[config.mk]
export PLATFORM = sky130hd
export DESIGN_NAME = mem_bus_arbiter
export DESIGN_NICKNAME = d
export VERILOG_FILES = /design/src/rtl/mem_bus_arbiter.sv
export SDC_FILE = /design/constraint.sdc
export NUM_CORES = 1
export LEC_CHECK = 0
export ABC_AREA = 1
export BUFFER_PORTS_ARGS = -buffer_cell sky130_fd_sc_hd__buf_4
export CAP_MARGIN = 20
export CORE_AREA = 2 2 120 122
export CTS_CLUSTER_DIAMETER = 30
export DETAILED_ROUTE_END_ITERATION = 16
export DIE_AREA = 0 0 122 124
export PLACE_DENSITY = 0.55
export SKIP_CTS_REPAIR_TIMING = 1
export SYNTH_ARGS = -nofsm -noshare
export SYNTH_HDL_FRONTEND = slang
export SYNTH_SLANG_ARGS = --single-unit
[constraint.sdc]
create_clock -name clk -period 5 [get_ports clk]
set_input_delay 1.25 -clock clk [delete_from_list [all_inputs] [get_ports clk]]
set_output_delay 1.25 -clock clk [all_outputs]
set_load 0.01 [all_outputs]
[src/rtl/mem_bus_arbiter.sv]
// mem_bus_arbiter: shares one IO bus between two masters (m0 = core MEM port,
// m1 = DMA/debug loader). Round-robin grants with a bounded hold, combinational
// same-cycle grant, and a fixed-latency tagged read-return pipe.
module mem_bus_arbiter #(
    parameter int ADDR_W   = 32,
    parameter int DATA_W   = 32,
    parameter int CTRL_W   = 3,
    parameter int MAX_HOLD = 4,
    parameter int RD_LAT   = 1
) (
    input  logic              clk,
    input  logic              rst,
    input  logic              m0_req,
    input  logic              m0_we,
    input  logic [ADDR_W-1:0] m0_addr,
    input  logic [CTRL_W-1:0] m0_ctrl,
    input  logic [DATA_W-1:0] m0_wd,
    output logic              m0_gnt,
    output logic              m0_rvalid,
    output logic [DATA_W-1:0] m0_rd,
    input  logic              m1_req,
    input  logic              m1_we,
    input  logic [ADDR_W-1:0] m1_addr,
    input  logic [CTRL_W-1:0] m1_ctrl,
    input  logic [DATA_W-1:0] m1_wd,
    output logic              m1_gnt,
    output logic              m1_rvalid,
    output logic [DATA_W-1:0] m1_rd,
    output logic [ADDR_W-1:0] bus_addr,
    output logic [CTRL_W-1:0] bus_ctrl,
    output logic [DATA_W-1:0] bus_wd,
    output logic              bus_we,
    input  logic [DATA_W-1:0] bus_rd
);

    typedef enum logic [1:0] {
        IDLE = 2'd0,
        OWN0 = 2'd1,
        OWN1 = 2'd2
    } state_t;

    // hold_cnt counts extra beats after the first, so it never needs to exceed MAX_HOLD-1
    localparam int HOLD_W = (MAX_HOLD > 1) ? $clog2(MAX_HOLD) : 1;
    localparam logic [HOLD_W-1:0] HOLD_MAX = HOLD_W'(MAX_HOLD - 1);

    state_t              state_r;
    state_t              state_s;
    logic                last_r;
    logic [HOLD_W-1:0]   hold_cnt_r;
    logic                gnt0_s;
    logic                gnt1_s;
    logic                hold_ok_s;
    logic                rd_load_s;
    logic                rv_out_s;
    logic [RD_LAT-1:0]   pipe_v_r;
    logic [RD_LAT-1:0]   pipe_id_r;

    // Arbitration: pick this cycle's winner from state, requests and last winner
    always_comb begin
        gnt0_s    = 1'b0;
        gnt1_s    = 1'b0;
        hold_ok_s = (hold_cnt_r < HOLD_MAX);
        if (rst) begin
            gnt0_s = 1'b0;
            gnt1_s = 1'b0;
        end else begin
            case (state_r)
                IDLE: begin
                    if (m0_req && m1_req) begin
                        gnt0_s = last_r;
                        gnt1_s = ~last_r;
                    end else begin
                        gnt0_s = m0_req;
                        gnt1_s = m1_req;
                    end
                end
                OWN0: begin
                    if (m0_req && (hold_ok_s || !m1_req)) begin
                        gnt0_s = 1'b1;
                    end else begin
                        gnt1_s = m1_req;
                    end
                end
                OWN1: begin
                    if (m1_req && (hold_ok_s || !m0_req)) begin
                        gnt1_s = 1'b1;
                    end else begin
                        gnt0_s = m0_req;
                    end
                end
                default: begin
                    gnt0_s = 1'b0;
                    gnt1_s = 1'b0;
                end
            endcase
        end
    end

    // Next state follows the granted master, IDLE when nobody is granted
    always_comb begin
        state_s = IDLE;
        if (gnt0_s) begin
            state_s = OWN0;
        end else if (gnt1_s) begin
            state_s = OWN1;
        end else begin
            state_s = IDLE;
        end
    end

    // Arbiter state: owner, last winner and saturating hold counter
    always_ff @(posedge clk) begin
        if (rst) begin
            state_r    <= IDLE;
            last_r     <= 1'b1;
            hold_cnt_r <= {HOLD_W{1'b0}};
        end else begin
            state_r <= state_s;
            if (gnt0_s || gnt1_s) begin
                last_r <= gnt1_s;
                if ((gnt0_s && state_r == OWN0) || (gnt1_s && state_r == OWN1)) begin
                    if (hold_cnt_r == HOLD_MAX) begin
                        hold_cnt_r <= hold_cnt_r;
                    end else begin
                        hold_cnt_r <= hold_cnt_r + HOLD_W'(1);
                    end
                end else begin
                    hold_cnt_r <= {HOLD_W{1'b0}};
                end
            end else begin
                hold_cnt_r <= hold_cnt_r;
            end
        end
    end

    // Bus mux: drive the granted master's beat, zeros when idle
    always_comb begin
        bus_addr = {ADDR_W{1'b0}};
        bus_ctrl = {CTRL_W{1'b0}};
        bus_wd   = {DATA_W{1'b0}};
        bus_we   = 1'b0;
        if (gnt0_s) begin
            bus_addr = m0_addr;
            bus_ctrl = m0_ctrl;
            bus_wd   = m0_wd;
            bus_we   = m0_we;
        end else if (gnt1_s) begin
            bus_addr = m1_addr;
            bus_ctrl = m1_ctrl;
            bus_wd   = m1_wd;
            bus_we   = m1_we;
        end else begin
            bus_we   = 1'b0;
        end
    end

    assign rd_load_s = (gnt0_s & ~m0_we) | (gnt1_s & ~m1_we);

    // Read tag pipe: one {valid,id} per accepted read, shifted every cycle
    always_ff @(posedge clk) begin
        if (rst) begin
            pipe_v_r  <= {RD_LAT{1'b0}};
            pipe_id_r <= {RD_LAT{1'b0}};
        end else begin
            pipe_v_r[0]  <= rd_load_s;
            pipe_id_r[0] <= gnt1_s;
            for (int i = 1; i < RD_LAT; i++) begin
                pipe_v_r[i]  <= pipe_v_r[i-1];
                pipe_id_r[i] <= pipe_id_r[i-1];
            end
        end
    end

    // Handshake and read-return outputs; everything forced quiet while in reset
    always_comb begin
        rv_out_s  = pipe_v_r[RD_LAT-1] & ~rst;
        m0_gnt    = gnt0_s;
        m1_gnt    = gnt1_s;
        m0_rvalid = rv_out_s & ~pipe_id_r[RD_LAT-1];
        m1_rvalid = rv_out_s & pipe_id_r[RD_LAT-1];
        m0_rd     = {DATA_W{1'b0}};
        m1_rd     = {DATA_W{1'b0}};
        if (m0_rvalid) begin
            m0_rd = bus_rd;
        end else if (m1_rvalid) begin
            m1_rd = bus_rd;
        end else begin
            m0_rd = {DATA_W{1'b0}};
        end
    end

endmodule
==> results.yml, run 1 <==
cts:
  cts_tree: "built"
  clock_path_buffers: 2
  insertion_delay_ns: 0.23
  cts_root_buf: "clkbuf_16"
  cts.sinks: 7
  h-tree-depth: 1
  cts_buffers: 3
  clkTransAtPathRegs_ns: 0.03
yosys:
  synth_compound_area_share_pct: 1.200
  synth_xor_area_share_pct: 0
  ys_ff_latch: 7
  synth.distinct_cells: 22
  avgSynthCellArea_um2: 4.605
  synthAdderAreaFrac_pct: 0.7057
  synth_top_family_by_area: "simple AND/OR/NAND/NOR gates"
  yosys.area_share.simple_pct: 72.76
  syn_nets: 558
  synth_cells: 385
  ys_seq_area_share_pct: 7.904
  ys_warn_count: 0
  synthMuxAreaShare_pct: 0
  netlist_area_um2: 1773
sta:
  rsz0062_at_grt: "no"
  hold_viol: 0
  finalSetupViolCount: 0
  slew_viol_final: 0
  worst_pin_slew_ns: 0.8935
  tns_ns: 0
  period_share_pct: 78.11
  timing.hold.ws_ns: 0.5158
  min_period_ns: 3.906
  relSlewSlack_pct: 40.37
  skew_ns: 0.0008375
  max_freq_ghz: 0.2560
  layout_setup_ws_ns: 1.094
setup_path:
  cpMostUsedCell: "nand2_1"
  r2r_end: "hold_cnt_r[1]"
  cp.arrival_ns: 2.66
  crit_fanout: 41
  crit_chain: "buf_4 > nand2_1 > nand4_1 > nand3_2 > nand2_4 > inv_4 > buf_12 > nand2_1 > nand2_1 > buf_4"
  worstPathRequired_ns: 3.75
  critPathMaxStageDelay_ns: 0.31
  critPathLaunchType: "primary input"
  crit_path_end: "bus_addr[31]"
  worstSetupStartpoint: "m1_req"
  r2r_start: "hold_cnt_r[0]"
  cp_slowest_cell: "inv_4"
  r2r_cells: 12
  crit_type: "in -> out"
  rrSetupSlack_ns: 3.53
  crit_path_end_kind: "output pin"
placed_design:
  portBuffers: 307
  dp.final_hpwl_mm: 8.926
  post-place-ws_ns: 1.069
  finalWeightedCongestion: 0.7560
grt:
  grtUsageTotal_pct: 12.51
  grt_pass1_vias: 3199
  grt_pass1_wl_mm: 15.34
  grt_max_degree: 42
  antenna_found_initial: 0
  overflow: 0
final_layout:
  final_cell_mix: "310 x buf_4, 201 x nand2_1, 69 x nor2_1, 43 x inv_1"
  area_delta_synth_final_pct: 142.4
  mostFrequentLayoutCell: "buf_4"
  antenna_cells: 0
  layout.nets: 854
  drive_above_1_share_pct: 50.59
  fill_cells: 1582
routing:
  firstDrtPassIters: 4
  wl_mm: 10.48
  wl_per_cell_um: 12.18
  drc: 0
  via_per_inst: 3.806
  drt_iter0_drc: 97
  vias: 3273
  drt.antenna.violating_nets: 0
floorplan:
  initial_utilization_pct: 12.92
  ioPinCount: 308
  die_h_um: 124
  dieArea_um2: 15130
  fp-row-count: 43
  core_um2: 13720
  fp.dieW_um: 122
power_and_ir_drop:
  pwr_density_cell_nw_per_um2: 140.6
  p_leak_nw: 2.807
  ir_drop_mv: 0.06915
worst_hold_path:
  hold_class: "reg -> reg"
  hold_depth: 2
run_status:
  outcome: "completed"
run:
  drv_cap: 0
state kept, by name (all words and copies together), names as in the netlist:
register / count
pipe_id_r: 1
hold_cnt_r: 2
state_r: 2
pipe_v_r: 1
last_r: 1
synth_stat cells:
cell type / number / area, µm²
a21boi_0: 1 / 7.510
and3_1: 1 / 6.260
buf_12: 1 / 20.02
buf_2: 10 / 50.05
buf_6: 3 / 33.78
clkbuf_1: 6 / 22.52
dfxtp_1: 7 / 140.1
ha_1: 1 / 12.51
inv_1: 43 / 161.4
inv_2: 4 / 15.01
inv_4: 1 / 6.260
nand2_1: 201 / 754.5
nand2_2: 11 / 68.82
nand2_4: 11 / 123.9
nand3_1: 8 / 40.04
nand3_2: 2 / 20.02
nand4_1: 1 / 6.260
nor2_1: 69 / 259.0
nor2_2: 1 / 6.260
nor3_1: 1 / 5.000
o211ai_1: 1 / 7.510
o22ai_1: 1 / 6.260
layout make-up:
class	instances	area [µm²]	share of cell area [%]
inverters	48	182.7	4.250
clock buffers	4	78.83	1.834
repair buffers	311	2347	54.61
multi-input cells	310	1324	30.80
flip-flops and latches	7	140.1	3.261
well taps	180	225.2	5.240
power breakdown:
| part | leakage (nW) | internal [mW] | switching [mW] | total, mW |
|---|---|---|---|---|
| clock network | 0.0382 | 0.106 | 0.0301 | 0.136 |
| logic | 2.71 | 0.210 | 0.192 | 0.402 |
| registers | 0.0577 | 0.0619 | 0.00425 | 0.0661 |
worst min path at each step:
stage | slack, ns | start | endpoint
floorplan | 0.48 | last_r | last_r
global placement | 0.52 | hold_cnt_r[1] | hold_cnt_r[1]
detailed placement | 0.52 | last_r | last_r
CTS | 0.52 | last_r | last_r
global route | 0.55 | last_r | last_r
finish | 0.52 | last_r | last_r
worst max-delay path, delay by kind of cell:
| kind | cells | cell delay, ns |
|---|---|---|
| buf+inv | 4 | 0.85 |
| simple gates | 6 | 0.56 |
logic make-up after synthesis:
group                    Yosys count
AND/OR/NAND/NOR                  306
buffers and inverters             68
flip-flops                         7
AO/OA/AOI/OAI                      3
adder cells (fa/ha/maj)            1
layer usage:
metal | GRT usage (%) | vias up | part of all wire, %
li1 | - | 1699 | -
met1 | 14.39 | 1376 | 38
met2 | 24.20 | 193 | 50
met3 | 3.114 | 5 | 12
met4 | 0.8621 | 0 | 0.35
met5 | 0 | - | 0
per-stage QoR:
stage	instance area, µm²	util, %	std cells	power [mW]
floorplan	1773	-	385	0.2368
global placement	4219	30.75	856	0.4741
detailed placement	4219	30.75	856	0.4736
CTS	4298	31.33	860	0.6135
global route	4298	31.33	860	0.6538
finish	4298	31.33	860	0.6042
Note: power is estimated with default switching activity, not from simulation.
==> inputs of run 2 (changes only) <==
- PLACE_DENSITY: 0.55 -> 0.57
- clock period: 5 -> 3.45 ns (I/O delays scaled with it)
==> run 2 against run 1 <==
Compared with the run above:
- clock power increased by 43%
- total power increased by 48%
- critical path depth unchanged
- clock skew about the same
- combinational power increased by 49%
- global-route usage increased by 0.68 points
- sequential cell count unchanged
- design area increased by 1.5%
- critical endpoint is now bus_addr[5]
- highest routed layer unchanged
==> results.yml, run 2 (same netlist as run 1, synthesis figures left out) <==
run_status:
  outcome: "completed"
cts:
  clkTransAtPathRegs_ns: 0.04
  cts_root_buf: "clkbuf_16"
  clock_path_buffers: 2
  cts_tree: "built"
  insertion_delay_ns: 0.23
  cts.sinks: 7
  cts_buffers: 3
  h-tree-depth: 1
placed_design:
  portBuffers: 307
  dp.final_hpwl_mm: 9.510
  finalWeightedCongestion: 0.8037
  post-place-ws_ns: 0.3448
  placed_area_um2: 4284
  place_inst: 863
floorplan:
  dieArea_um2: 15130
  core_um2: 13720
  ioPinCount: 308
  fp.dieW_um: 122
  fp-row-count: 43
  initial_utilization_pct: 12.92
  die_h_um: 124
sta:
  min_period_ns: 3.087
  rsz0062_at_grt: "no"
  relSlewSlack_pct: 75.24
  period_share_pct: 89.49
  worst_pin_slew_ns: 0.3685
  timing.hold.ws_ns: 0.5199
  layout_setup_ws_ns: 0.3626
  finalSetupViolCount: 0
  skew_ns: 0.0004042
  hold_viol: 0
  slew_viol_final: 0
  max_freq_ghz: 0.3239
  tns_ns: 0
grt:
  antenna_found_initial: 0
  overflow: 0
  grt_pass1_vias: 3214
  grt_max_degree: 48
  grtUsageTotal_pct: 13.19
  grt_pass1_wl_mm: 15.95
final_layout:
  final_cell_mix: "316 x buf_4, 201 x nand2_1, 69 x nor2_1, 43 x inv_1"
  layout.nets: 861
  stdcell_area_um2: 4363
  multiInputGateArea_um2: 1324
  finalNonFillerCells: 867
  seqCellArea_um2: 140.1
  top_regs: "hold_cnt_r: 2 flops, state_r: 2 flops"
  drive_above_1_share_pct: 51.09
  mostFrequentLayoutCell: "buf_4"
  antenna_cells: 0
  fill_cells: 1580
  fin_util_pct: 31.80
  area_delta_synth_final_pct: 146.1
routing:
  wl_per_cell_um: 12.79
  wl_mm: 11.09
  drc: 0
  drt_iter0_drc: 107
  drt.antenna.violating_nets: 0
  firstDrtPassIters: 4
  vias: 3358
  via_per_inst: 3.873
setup_path:
  worstPathRequired_ns: 2.59
  critPathMaxStageDelay_ns: 0.26
  cp_slowest_cell: "buf_12"
  crit_chain: "buf_4 > nand2_1 > nand4_1 > nand3_2 > nand2_4 > inv_4 > buf_12 > nand2_1 > nand2_1 > buf_4"
  crit_type: "in -> out"
  crit_fanout: 47
  crit_path_end_kind: "output pin"
  cpMostUsedCell: "nand2_1"
  cp.arrival_ns: 2.22
  critPathLaunchType: "primary input"
power_and_ir_drop:
  p_leak_nw: 2.845
  ir_drop_mv: 0.1215
  power_mw: 0.8919
  pwr_density_cell_nw_per_um2: 204.4
worst_hold_path:
  hold_class: "reg -> reg"
run:
  drv_cap: 0
-- run 2: changes by cell type in the layout (fill, tap and decap cells not counted) --
cell / delta
buf_12: +1
buf_4: +6
-- run 2: area by class of cell --
cell class	instances	area share (%)
Multi-Input combinational cell	310	30.34
Inverter	48	4.187
Sequential cell	7	3.212
Timing Repair Buffer	318	55.29
Tap cell	180	5.162
Clock buffer	4	1.807
-- run 2: worst max-delay path, delay by kind of cell --
family | cells | cell delay, ns
buf+inv | 4 | 0.76
simple gates | 6 | 0.57
-- run 2: power by group --
group | internal (mW) | switching (mW)
logic | 0.316 | 0.284
registers | 0.0897 | 0.00672
clock network | 0.154 | 0.0417
total | 0.559 | 0.333
-- run 2: worst paths after layout --
| kind | slack, ns | startpoint | end | cells past startpoint |
|---|---|---|---|---|
| min reg2reg | 0.52 | hold_cnt_r[1] | hold_cnt_r[1] | 4 |
| max reg2reg | 1.97 | hold_cnt_r[0] | hold_cnt_r[1] | 12 |
| min | 0.52 | hold_cnt_r[1] | hold_cnt_r[1] | 4 |
| max | 0.36 | m1_req | bus_addr[5] | 10 |
-- run 2: per-layer routing --
layer  track usage, %  share of wire (%)  vias up
met1            15.57                 40     1432
li1                 -                  -     1714
met3            3.205                 11       12
met5                0                  0        -
met4            2.802                1.7        0
met2            24.16                 48      200
==> inputs of run 3 (changes only) <==
--- a/constraint.sdc
+++ b/constraint.sdc
@@ -3,2 +3,2 @@
 set_output_delay 0.8625 -clock clk [all_outputs]
-set_load 0.01 [all_outputs]
+set_load 0.005 [all_outputs]
==> run 3 against run 2 <==
Compared with the run above:
- core utilization is the same
- fmax up 1.3%
- non-clock buffer count did not move
- combinational power down 7.0%
- clock skew is essentially flat
- sequential cell count did not move
- worst setup slack gained 0.041 ns
- global-route usage grew 0.10 points
- hold slack worse by 0.0028 ns
- clock power hardly changed
- first-iteration DRC count is 27% lower
- register-to-register slack about the same
- critical path type unchanged
- largest cell class unchanged
==> results.yml, run 3 (same netlist as run 1, synthesis figures left out) <==
sta:
  layout_setup_ws_ns: 0.4034
  timing.hold.ws_ns: 0.5171
  hold_viol: 0
  rsz0062_at_grt: "no"
  finalSetupViolCount: 0
  skew_ns: 0.0004981
  slew_viol_final: 0
  min_period_ns: 3.047
  relSlewSlack_pct: 75.83
  worst_pin_slew_ns: 0.3598
  max_freq_ghz: 0.3282
  tns_ns: 0
  period_share_pct: 88.31
setup_path:
  crit_path_end_kind: "output pin"
  crit_type: "in -> out"
  worstPathRequired_ns: 2.59
  cp.arrival_ns: 2.18
  crit_fanout: 47
  critPathLaunchType: "primary input"
floorplan:
  die_h_um: 124
  ioPinCount: 308
  fp-row-count: 43
  dieArea_um2: 15130
  core_um2: 13720
  fp.dieW_um: 122
  initial_utilization_pct: 12.92
run:
  drv_cap: 0
final_layout:
  final_cell_mix: "316 x buf_4, 201 x nand2_1, 69 x nor2_1, 43 x inv_1"
  top_regs: "hold_cnt_r: 2 flops, state_r: 2 flops"
  stdcell_area_um2: 4363
  layout.nets: 861
  finalNonFillerCells: 867
  fin_util_pct: 31.80
  drive_above_1_share_pct: 51.09
  mostFrequentLayoutCell: "buf_4"
  area_delta_synth_final_pct: 146.1
  antenna_cells: 0
grt:
  gr-usage-met2_pct: 24.76
  gr-max-usage-layer: "met2"
  overflow: 0
  antenna_found_initial: 0
  grt_pass1_vias: 3190
  grtUsageTotal_pct: 13.30
  grt_pass1_wl_mm: 16.09
  grtUsageMet1_pct: 15.76
  grt_use_met3_pct: 3.297
  grt_max_degree: 48
routing:
  vias: 3327
  drt_iter0_drc: 78
  wl_per_cell_um: 12.81
  wl_mm: 11.10
  drt.antenna.violating_nets: 0
  drc: 0
  via_per_inst: 3.837
  firstDrtPassIters: 4
placed_design:
  placed_area_um2: 4284
  portBuffers: 307
  post-place-ws_ns: 0.3369
  dp.final_hpwl_mm: 9.529
  place_inst: 863
  finalWeightedCongestion: 0.8043
cts:
  cts_tree: "built"
  cts_root_buf: "clkbuf_16"
  cts_buffers: 3
  insertion_delay_ns: 0.23
  h-tree-depth: 1
  clock_path_buffers: 2
  clkTransAtPathRegs_ns: 0.04
  cts.sinks: 7
run_status:
  outcome: "completed"
worst_hold_path:
  hold_class: "reg -> reg"
power_and_ir_drop:
  p_leak_nw: 2.845
  power_mw: 0.8514
  ir_drop_mv: 0.1215
  pwr_density_cell_nw_per_um2: 195.1
==> run 3: cell counts in the layout (fill, tap and decap cells not counted) <==
Identical to the previous run, type by type.
==> run 3: critical path, cell delays in order <==
cell and delay (ns):
buf_4 0.13, nand2_1 0.07, nand4_1 0.09, nand3_2 0.14, nand2_4 0.08, inv_4 0.24
buf_12 0.26, nand2_1 0.09, nand2_1 0.09, buf_4 0.11
==> run 3: final timing paths <==
| check | from | endpoint | slack (ns) | cells after the start |
|---|---|---|---|---|
| max | m1_req | bus_addr[5] | 0.40 | 10 |
| min | hold_cnt_r[1] | hold_cnt_r[1] | 0.52 | 4 |
| max reg2reg | hold_cnt_r[0] | hold_cnt_r[1] | 1.97 | 12 |
| min reg2reg | hold_cnt_r[1] | hold_cnt_r[1] | 0.52 | 4 |
==> run 3: power breakdown <==
part	internal [mW]	switching, mW	total [mW]	leakage [nW]
Clock	0.154	0.0433	0.197	0.0382
Combinational	0.313	0.246	0.558	2.75
Sequential	0.0897	0.00648	0.0962	0.0577
==> run 3: area by class of cell <==
| class | count | area [µm²] |
|---|---|---|
| Clock buffer | 4 | 78.83 |
| Sequential cell | 7 | 140.1 |
| Multi-Input combinational cell | 310 | 1324 |
| Inverter | 48 | 182.7 |
| Tap cell | 180 | 225.2 |
| Timing Repair Buffer | 318 | 2412 |
| Fill cell | 1566 | 9356 |
==> run 3: per-layer routing <==
metal,vias to the layer above,part of all wire (%),wire length (µm)
met3,8,11,1193
li1,1715,-,-
met5,-,0,0
met2,194,49,5415
met1,1410,40,4409
met4,0,0.77,86
